$ cat src/rtl/panel_pkg.sv
// panel_pkg: shared mode and colour encodings for the front-panel controller
// No ports; imported by led_panel_ctrl.
package panel_pkg;
    typedef enum logic [1:0] {
        MODE_OFF   = 2'd0,
        MODE_BLINK = 2'd1,
        MODE_COUNT = 2'd2,
        MODE_ECHO  = 2'd3
    } mode_e;

    localparam logic [1:0] COL_R = 2'd0;
    localparam logic [1:0] COL_G = 2'd1;
    localparam logic [1:0] COL_B = 2'd2;

    function automatic logic [1:0] col_next(input logic [1:0] c);
        return c == COL_B ? COL_R : c + 2'd1;
    endfunction
endpackage

$ cat src/rtl/btn_debounce.sv
// btn_debounce: synchronise and debounce one button, pulse once per accepted press
// Ports:
//   CLK     - fabric clock
//   RST     - asynchronous reset, active-high
//   btn_i   - raw button, asynchronous
//   press_o - one-cycle pulse on an accepted 0->1 change
module btn_debounce #(
    parameter int DEB_CYCLES = 1000000
) (
    input  logic CLK,
    input  logic RST,
    input  logic btn_i,
    output logic press_o
);
    localparam int CW = $clog2(DEB_CYCLES + 1);

    logic          sync1_q, sync2_q, stable_q, stable_d, press_q, press_d, flip;
    logic [CW-1:0] cnt_q, cnt_d;

    // the counter only runs while the synced input disagrees with the accepted state
    always_comb begin
        flip     = (sync2_q != stable_q) && (cnt_q == CW'(DEB_CYCLES - 1));
        cnt_d    = (sync2_q == stable_q || flip) ? '0 : cnt_q + CW'(1);
        stable_d = stable_q ^ flip;
        press_d  = flip && sync2_q;
    end

    always_ff @(posedge CLK or posedge RST) begin
        if (RST) begin
            sync1_q  <= 1'b0;
            sync2_q  <= 1'b0;
            stable_q <= 1'b0;
            cnt_q    <= '0;
            press_q  <= 1'b0;
        end else begin
            sync1_q  <= btn_i;
            sync2_q  <= sync1_q;
            stable_q <= stable_d;
            cnt_q    <= cnt_d;
            press_q  <= press_d;
        end
    end

    assign press_o = press_q;
endmodule

$ cat src/rtl/led_panel_ctrl.sv
// led_panel_ctrl: button debounce, mode-selected plain LEDs and PWM colour-rotating RGB LEDs
// Ports:
//   CLK, RST         - fabric clock, asynchronous active-high reset
//   btn [N_BTN]      - raw buttons;  sw [2] - raw mode switches
//   led [N_LED]      - plain LEDs
//   rgb_r/g/b [N_RGB]- RGB LED channels
//   btn_press [N_BTN]- one-cycle accepted-press pulses
module led_panel_ctrl
    import panel_pkg::*;
#(
    parameter int N_LED       = 4,
    parameter int N_BTN       = 4,
    parameter int N_RGB       = 2,
    parameter int PWM_W       = 8,
    parameter int DEB_CYCLES  = 1000000,
    parameter int BLINK_DIV   = 50000000,
    parameter int BRIGHT_INIT = 128,
    parameter int BRIGHT_STEP = 16
) (
    input  logic             CLK,
    input  logic             RST,
    input  logic [N_BTN-1:0] btn,
    input  logic [1:0]       sw,
    output logic [N_LED-1:0] led,
    output logic [N_RGB-1:0] rgb_r,
    output logic [N_RGB-1:0] rgb_g,
    output logic [N_RGB-1:0] rgb_b,
    output logic [N_BTN-1:0] btn_press
);
    localparam int               PW   = $clog2(BLINK_DIV + 1);
    localparam logic [PWM_W-1:0] BMAX = '1;
    localparam logic [PWM_W:0]   STEP = (PWM_W + 1)'(BRIGHT_STEP);

    logic [1:0]       sw1_q, sw_q, sw_prev_q;
    mode_e            mode;
    logic             chg, tick, active, lit, up, dn;
    logic [PW-1:0]    presc_q, presc_d;
    logic [N_LED-1:0] led_q, led_d, echo_mask;
    logic [PWM_W-1:0] bright_q, bright_d, pwm_q;
    logic [PWM_W:0]   bright_up;
    logic [1:0]       col_q, col_d;
    logic [N_RGB-1:0] r_q, g_q, b_q, r_d, g_d, b_d;

    for (genvar i = 0; i < N_BTN; i++) begin : g_deb
        btn_debounce #(.DEB_CYCLES(DEB_CYCLES)) u_deb (
            .CLK     (CLK),
            .RST     (RST),
            .btn_i   (btn[i]),
            .press_o (btn_press[i])
        );
    end

    always_comb begin
        mode   = mode_e'(sw_q);
        chg    = sw_q != sw_prev_q;
        tick   = presc_q == PW'(BLINK_DIV - 1);
        active = mode == MODE_BLINK || mode == MODE_COUNT;
        up     = btn_press[0] && !btn_press[1];
        dn     = btn_press[1] && !btn_press[0];
        // LEDs without a matching button never toggle
        for (int i = 0; i < N_LED; i++) echo_mask[i] = (i < N_BTN) && btn_press[i % N_BTN];
        presc_d = (chg || tick) ? '0 : presc_q + PW'(1);
        led_d = (chg || mode == MODE_OFF) ? '0 :
                mode == MODE_BLINK ? (tick ? ~led_q : led_q) :
                mode == MODE_COUNT ? led_q + N_LED'(tick) :
                led_q ^ echo_mask;
        // one extra bit catches the overflow for upward saturation
        bright_up = {1'b0, bright_q} + STEP;
        bright_d = (!active || up == dn) ? bright_q :
                   up ? (bright_up > {1'b0, BMAX} ? BMAX : bright_up[PWM_W-1:0]) :
                   ({1'b0, bright_q} < STEP ? '0 : bright_q - STEP[PWM_W-1:0]);
        col_d = (chg || !active) ? COL_R : tick ? col_next(col_q) : col_q;
        lit   = mode != MODE_OFF && pwm_q < bright_q;
        r_d = '0;
        g_d = '0;
        b_d = '0;
        for (int k = 0; k < N_RGB; k++) begin
            r_d[k] = lit && ((int'(col_q) + k) % 3 == int'(COL_R));
            g_d[k] = lit && ((int'(col_q) + k) % 3 == int'(COL_G));
            b_d[k] = lit && ((int'(col_q) + k) % 3 == int'(COL_B));
        end
    end

    always_ff @(posedge CLK or posedge RST) begin
        if (RST) begin
            sw1_q     <= '0;
            sw_q      <= '0;
            sw_prev_q <= '0;
            presc_q   <= '0;
            led_q     <= '0;
            bright_q  <= PWM_W'(BRIGHT_INIT);
            col_q     <= COL_R;
            pwm_q     <= '0;
            r_q       <= '0;
            g_q       <= '0;
            b_q       <= '0;
        end else begin
            sw1_q     <= sw;
            sw_q      <= sw1_q;
            sw_prev_q <= sw_q;
            presc_q   <= presc_d;
            led_q     <= led_d;
            bright_q  <= bright_d;
            col_q     <= col_d;
            pwm_q     <= pwm_q + PWM_W'(1);
            r_q       <= r_d;
            g_q       <= g_d;
            b_q       <= b_d;
        end
    end

    assign led   = led_q;
    assign rgb_r = r_q;
    assign rgb_g = g_q;
    assign rgb_b = b_q;
endmodule

$ cat config.mk
export PLATFORM = sky130hd
export DESIGN_NAME = led_panel_ctrl
export DESIGN_NICKNAME = d
export VERILOG_FILES = /design/src/rtl/panel_pkg.sv /design/src/rtl/btn_debounce.sv /design/src/rtl/led_panel_ctrl.sv
export SDC_FILE = /design/constraint.sdc
export NUM_CORES = 1
export LEC_CHECK = 0
export BUFFER_PORTS_ARGS = -buffer_cell sky130_fd_sc_hd__buf_2
export CORE_UTILIZATION = 53
export DETAILED_ROUTE_END_ITERATION = 8
export HOLD_SLACK_MARGIN = 0.05
export PLACE_DENSITY = 0.72
export SYNTH_ARGS = -nofsm -noshare
export SYNTH_HDL_FRONTEND = slang
export SYNTH_SLANG_ARGS = --single-unit
$ cat constraint.sdc
create_clock -name CLK -period 3.8 [get_ports CLK]
set_input_delay 0 -clock CLK [delete_from_list [all_inputs] [get_ports CLK]]
set_output_delay 0 -clock CLK [all_outputs]
set_load 0.005 [all_outputs]
# == After elaboration in Yosys (flattened, before gate mapping) ==
# Index checks and enable logic that the tools add are counted.
# totals
elab_cells,125
regBits,156
in_bits,8
out_inout_bits,14
# classes
magnitude_cmp,3
bitwise_logic,6
eq_ne,23
reduce_logical,34
add_sub_neg,11
muxes,15
div,2
# ops
operator,count
20-bit by 1-bit adder with 20-bit output (second input constant),4
20-bit equality test (second input constant),4
20-bit two-way mux,4
32-bit by 2-bit equality test with 1-bit output (second input constant),2
32-bit by 3-bit equality test with 1-bit output (second input constant),2
32-bit zero test,2
3-bit by 3-bit remainder unit with 32-bit output (second input constant),1
32-bit by 3-bit remainder unit with 32-bit output (second input constant),1
26-bit by 1-bit adder with 26-bit output (second input constant),1
26-bit equality test (second input constant),1
26-bit two-way mux,1
8-bit two-way mux,3
1-bit logical AND,17
4-bit two-way mux,4
8-bit by 5-bit adder with 9-bit output (second input constant),1
9-bit by 8-bit greater-than comparator with 1-bit output (second input constant),1
1-bit logical OR,9
8-bit by 1-bit adder with 8-bit output (second input constant),1
8-bit by 5-bit less-than comparator with 1-bit output (second input constant),1
8-bit less-than comparator,1
8-bit by 5-bit subtractor with 8-bit output (second input constant),1
2-bit two-way mux,3
1-bit equality test,5
4-bit by 1-bit adder with 4-bit output,1
13 further kinds,23

# == Depth between registers and ports, before layout ==
# logic_depth
depth_word,5
ltp_mapped,11

# == By module ==
# From an unflattened synthesis, not the netlist that was laid out.
# unflattened
cells_unflattened,763
area_unflattened_um2,7518.5
# by_module_without_submodules
module,seq_area_each_um2,area_per_inst_um2,instances,cells_each
btn_debounce,600.6,1138.6,4,115
led_panel_ctrl,1352.5,2964.1,1,303

# == Worst setup path before layout ==
# Ideal clock, no wire load.
# synth_timing
path_type,register -> register
from,reg g_deb[2].u_deb.cnt_q[8]
to,reg g_deb[2].u_deb.cnt_q[11]
setup_time_ns,0.119
path_slack_ns,1.701
path_buffers,1
synth_period_minus_slack_ns,2.099
t_required_ns,3.681
path_stages_with_launch,6
t_arrival_ns,1.980
cell_sequence,dfrtp_1 > or4b_1 > or4_4 > o31ai_4 > buf_6 > nor2_1
# synth_via
elab_chain_cells,4
word_cells_on_any_way,5
# synth_lines
item,line,text
"start, declared",btn_debounce.sv:18,"logic [CW-1:0] cnt_q, cnt_d;"
"start signal, assigned",btn_debounce.sv:39,cnt_q <= cnt_d;
branches (longest 3 deep; another with 20-bit by 1-bit adder with 20-bit output),n/a,
20-bit two-way mux *,btn_debounce.sv:23,cnt_d = (sync2_q == stable_q || flip) ? '0 : cnt_q + CW'(1);
named net g_deb[2].u_deb.cnt_d[11],btn_debounce.sv:18,
# Mark *: on every way through the listed nets, which the timed path passes.
# A chain may end at the register's enable or synchronous reset.

# == Worst setup path after layout ==
# layout_timing
from,reg presc_q[0]
to,reg presc_q[2]
# layout_via
elab_chain_cells,3
word_cells_on_any_way,4
# layout_lines
item,line,text
"start, declared",led_panel_ctrl.sv:37,"logic [PW-1:0] presc_q, presc_d;"
"start signal, assigned",led_panel_ctrl.sv:101,presc_q <= presc_d;
branches (longest 2 deep; another with 26-bit by 1-bit adder with 26-bit output),n/a,
26-bit two-way mux *,led_panel_ctrl.sv:62,presc_d = (chg || tick) ? '0 : presc_q + PW'(1);
named net presc_d[2],led_panel_ctrl.sv:37,
# Marked as above.

==> run_results.csv <==
group,metric,value,unit
floorplanning,coreArea,13900,um2
drt,vias,5730,
clock_tree,cts.clk_slew.worst_paths,0.06,ns
sta,slew_headroom,29.5,%
clock_tree,cts_root_buf,"clkbuf_16",
logic_synthesis,synth.top_cells.by_area,"dfrtp_1 (49%), xor2_1 (4.7%), ha_1 (4.1%), nor2_1 (4.0%), xnor2_1 (3.7%)",
worst_setup_path,r2r_end,"presc_q[2]",
run_status,outcome,"completed",
worst_setup_path,startpoint_type,"register",
floorplanning,ios,22,
logic_synthesis,synth_common_cells,"dfrtp_1 (149), nor2_1 (81), nand3_1 (49), nand2_1 (48), a21oi_1 (45)",
drt,ant_nets,0,
sta,finalSetupTns,0,ns
drt,routedWlPerCell,15.2,um
logic_synthesis,ys_warn_count,0,
sta,skew,0.00811,ns
logic_synthesis,synth_area_leader_cell,"dfrtp_1",
global_route,antenna_found_initial,0,
drt,drt_iter0_markers,522,
sta,fin_ws,1.17,ns
clock_tree,post_cts_resized,0,
power,power_density,421,nW/um2
worst_setup_path,cp-end-kind,"register",
drt,viasPerCell,5.86,
drt,drt_first_pass_iters,5,
worst_setup_path,rrSetupSlack,1.17,ns
logic_synthesis,synthArstFlopShare,100,%
sta,rsz0062_at_grt,"no",
worst_setup_path,cp.arrival,2.88,ns
finish,nFillCells,1152,
sta,finalSetupViolations,0,
logic_synthesis,synth_edf_count,0,
floorplanning,die_w,122,um
worst_setup_path,r2r_start,"presc_q[0]",
global_route,grt_max_degree,151,
logic_synthesis,synth_nets,800,
worst_setup_path,critical_path_class,"register to register",
drt,drc_errors,0,
global_route,grt_usage,21.9,%
sta,hold_viol,0,
sta,fin_hold_ws,0.216,ns
sta,worst_pin_slew,1.06,ns
power,p_leak,3.51,nW
clock_tree,clock_sinks,150,
logic_synthesis,ys_ff_latch,150,
drt,drt-total-wl,14.8,mm
global_route,grt_pass1_vias,5544,
placed_design,hpwl,9.92,mm
floorplanning,die_y,122,um
clock_tree,clk_latency,0.42,ns
clock_tree,cts_buffer_depth,2,
placed_design,portBuffers,21,
finish,nNetsFinal,817,
floorplanning,rows,43,
power,vdd_drop_max,0.319,mV
sta,post-route-period-util,69.2,%
worst_hold_path,min_path_type,"primary input to register",
global_route,grt_pass1_wl,25.5,mm
floorplanning,die_area,14800,um2
logic_synthesis,yosysTopAreaCellShare,49.2,%
logic_synthesis,syn-cell-area,7580,um2
clock_tree,cts_tree,"yes",
floorplanning,initial_core_util,54.4,%
sta,fin_crit,2.63,ns
placed_design,place_congestion,0.825,
placed_design,placed_area,7780,um2
global_route,grt_overflow,0,
logic_synthesis,ys.flop_type,"dfrtp_1",
worst_setup_path,required,4.05,ns
power,power,3.57,mW
logic_synthesis,yosysMostFrequentCell,"dfrtp_1",
finish,area_growth_syn_to_layout,12.1,%
finish,antenna_cells,0,
placed_design,pre_cts_ws,1.21,ns
finish,final_cell_area,8490,um2
sta,fmax,380,MHz
run,maxCapViolCount,0,
logic_synthesis,syn_avg_cell_area,9.88,um2
worst_setup_path,crit_end,"presc_q[2]",
logic_synthesis,ys_seq_area_share,49.6,%
clock_tree,cts_buffers,17,
worst_setup_path,cp-startpoint,"presc_q[0]",
worst_setup_path,r2r_cells,5,
worst_setup_path,path_max_fanout,25,
logic_synthesis,synthCells,767,
clock_tree,htreeDepth,4,
logic_synthesis,yosys.cell_types.count,56,
sta,maxSlewViolCount,0,
finish,layout-drive-gt1-share,8.91,%
[worst max-delay path, cell delays in order (launching register included)]
cell	delay, ns
dfrtp_1	0.40
ha_1	0.24
nand4_1	0.22
or4_1	0.58
o21ai_2	0.86
nor2_1	0.15
[registers in the layout (all words and copies together), names as in the netlist, named ones only]
name / flops
pwm_q: 8
g_deb.u_deb.sync2_q: 4
g_deb.u_deb.press_o: 4
g_deb.u_deb.cnt_q: 80
rgb_g: 1
g_deb.u_deb.sync1_q: 4
bright_q: 5
presc_q: 26
rgb_r: 1
sw_prev_q: 2
sw1_q: 2
col_q: 2
mode: 2
led: 4
rgb_b: 1
[kinds of logic after synthesis]
group / Yosys count / share of synthesized area, %
multiplexers: 8 / 1.12
flip-flops: 150 / 49.6
AO/OA/AOI/OAI: 114 / 9.33
AND/OR/NAND/NOR: 335 / 23.8
buffers and inverters: 62 / 3.65
XOR/XNOR: 73 / 8.44
adder cells (fa/ha/maj): 25 / 4.13
[routing by layer]
layer / up-vias / GRT usage (%) / share of wire (%)
met1: 2843 / 28.2 / 45
li1: 2753 / - / -
met3: 22 / 4.78 / 3.8
met5: - / 0 / 0
met4: 0 / 8.02 / 1.5
met2: 112 / 36.2 / 50
[per-stage QoR]
step / cells / utilization [%]
after global placement: 938 / 55.8
after CTS: 977 / 61.0
final: 977 / 61.0
after detailed placement: 938 / 55.8
after floorplan: 767 / -
after global routing: 977 / 61.0
[timing repair]
item / in CTS / in global routing
hold endpoints to repair: 155 / 0
hold buffers: 7 / 0
setup buffers: 0 / 0
[worst min path at each step]
| stage | startpoint | to | slack [ns] | cells after the start |
|---|---|---|---|---|
| after floorplan | btn[0] | g_deb[0].u_deb.sync1_q | 0.03 | 0 |
| after global placement | btn[3] | g_deb[3].u_deb.sync1_q | 0.11 | 1 |
| after detailed placement | btn[0] | g_deb[0].u_deb.sync1_q | 0.11 | 1 |
| after CTS | btn[0] | g_deb[0].u_deb.sync1_q | 0.20 | 2 |
| after global routing | btn[1] | g_deb[1].u_deb.sync1_q | 0.23 | 2 |
| final | btn[0] | g_deb[0].u_deb.sync1_q | 0.22 | 2 |
[cell usage in the layout (no fill, tap or decap), drive strengths merged, types with 4 or more instances in the layout]
cell,n
nor3,16
nand4,24
a31oi,4
or2,4
dfrtp,149
buf,24
and2,8
clkbuf,25
or4,32
nand3,49
and3,13
xor2,41
dlygate4sd3,7
o31ai,20
bufinv,4
a21oi,45
mux2i,4
and4,9
nor2,81
o21ai,28
mux2,4
or3,20
ha,25
inv,28
nand2b,9
xnor2,32
nor4,5
nand2,48
[layout make-up]
type | count | area, um2 | area share [%]
clock inverter | 7 | 140 | 1.65
multi-input combinational | 555 | 3540 | 41.7
timing repair buffer | 31 | 210 | 2.47
inverter | 29 | 113 | 1.33
tap | 180 | 225 | 2.65
clock buffer | 25 | 505 | 5.95
sequential | 150 | 3750 | 44.2
[report_power, final]
group	internal, mW	leakage, nW	switching (mW)	total, mW
registers	1.62	2.03	0.0202	1.64
clock network	1.19	0.310	0.638	1.82
logic	0.0333	1.17	0.0780	0.111
(Power assumes the default switching activity.)
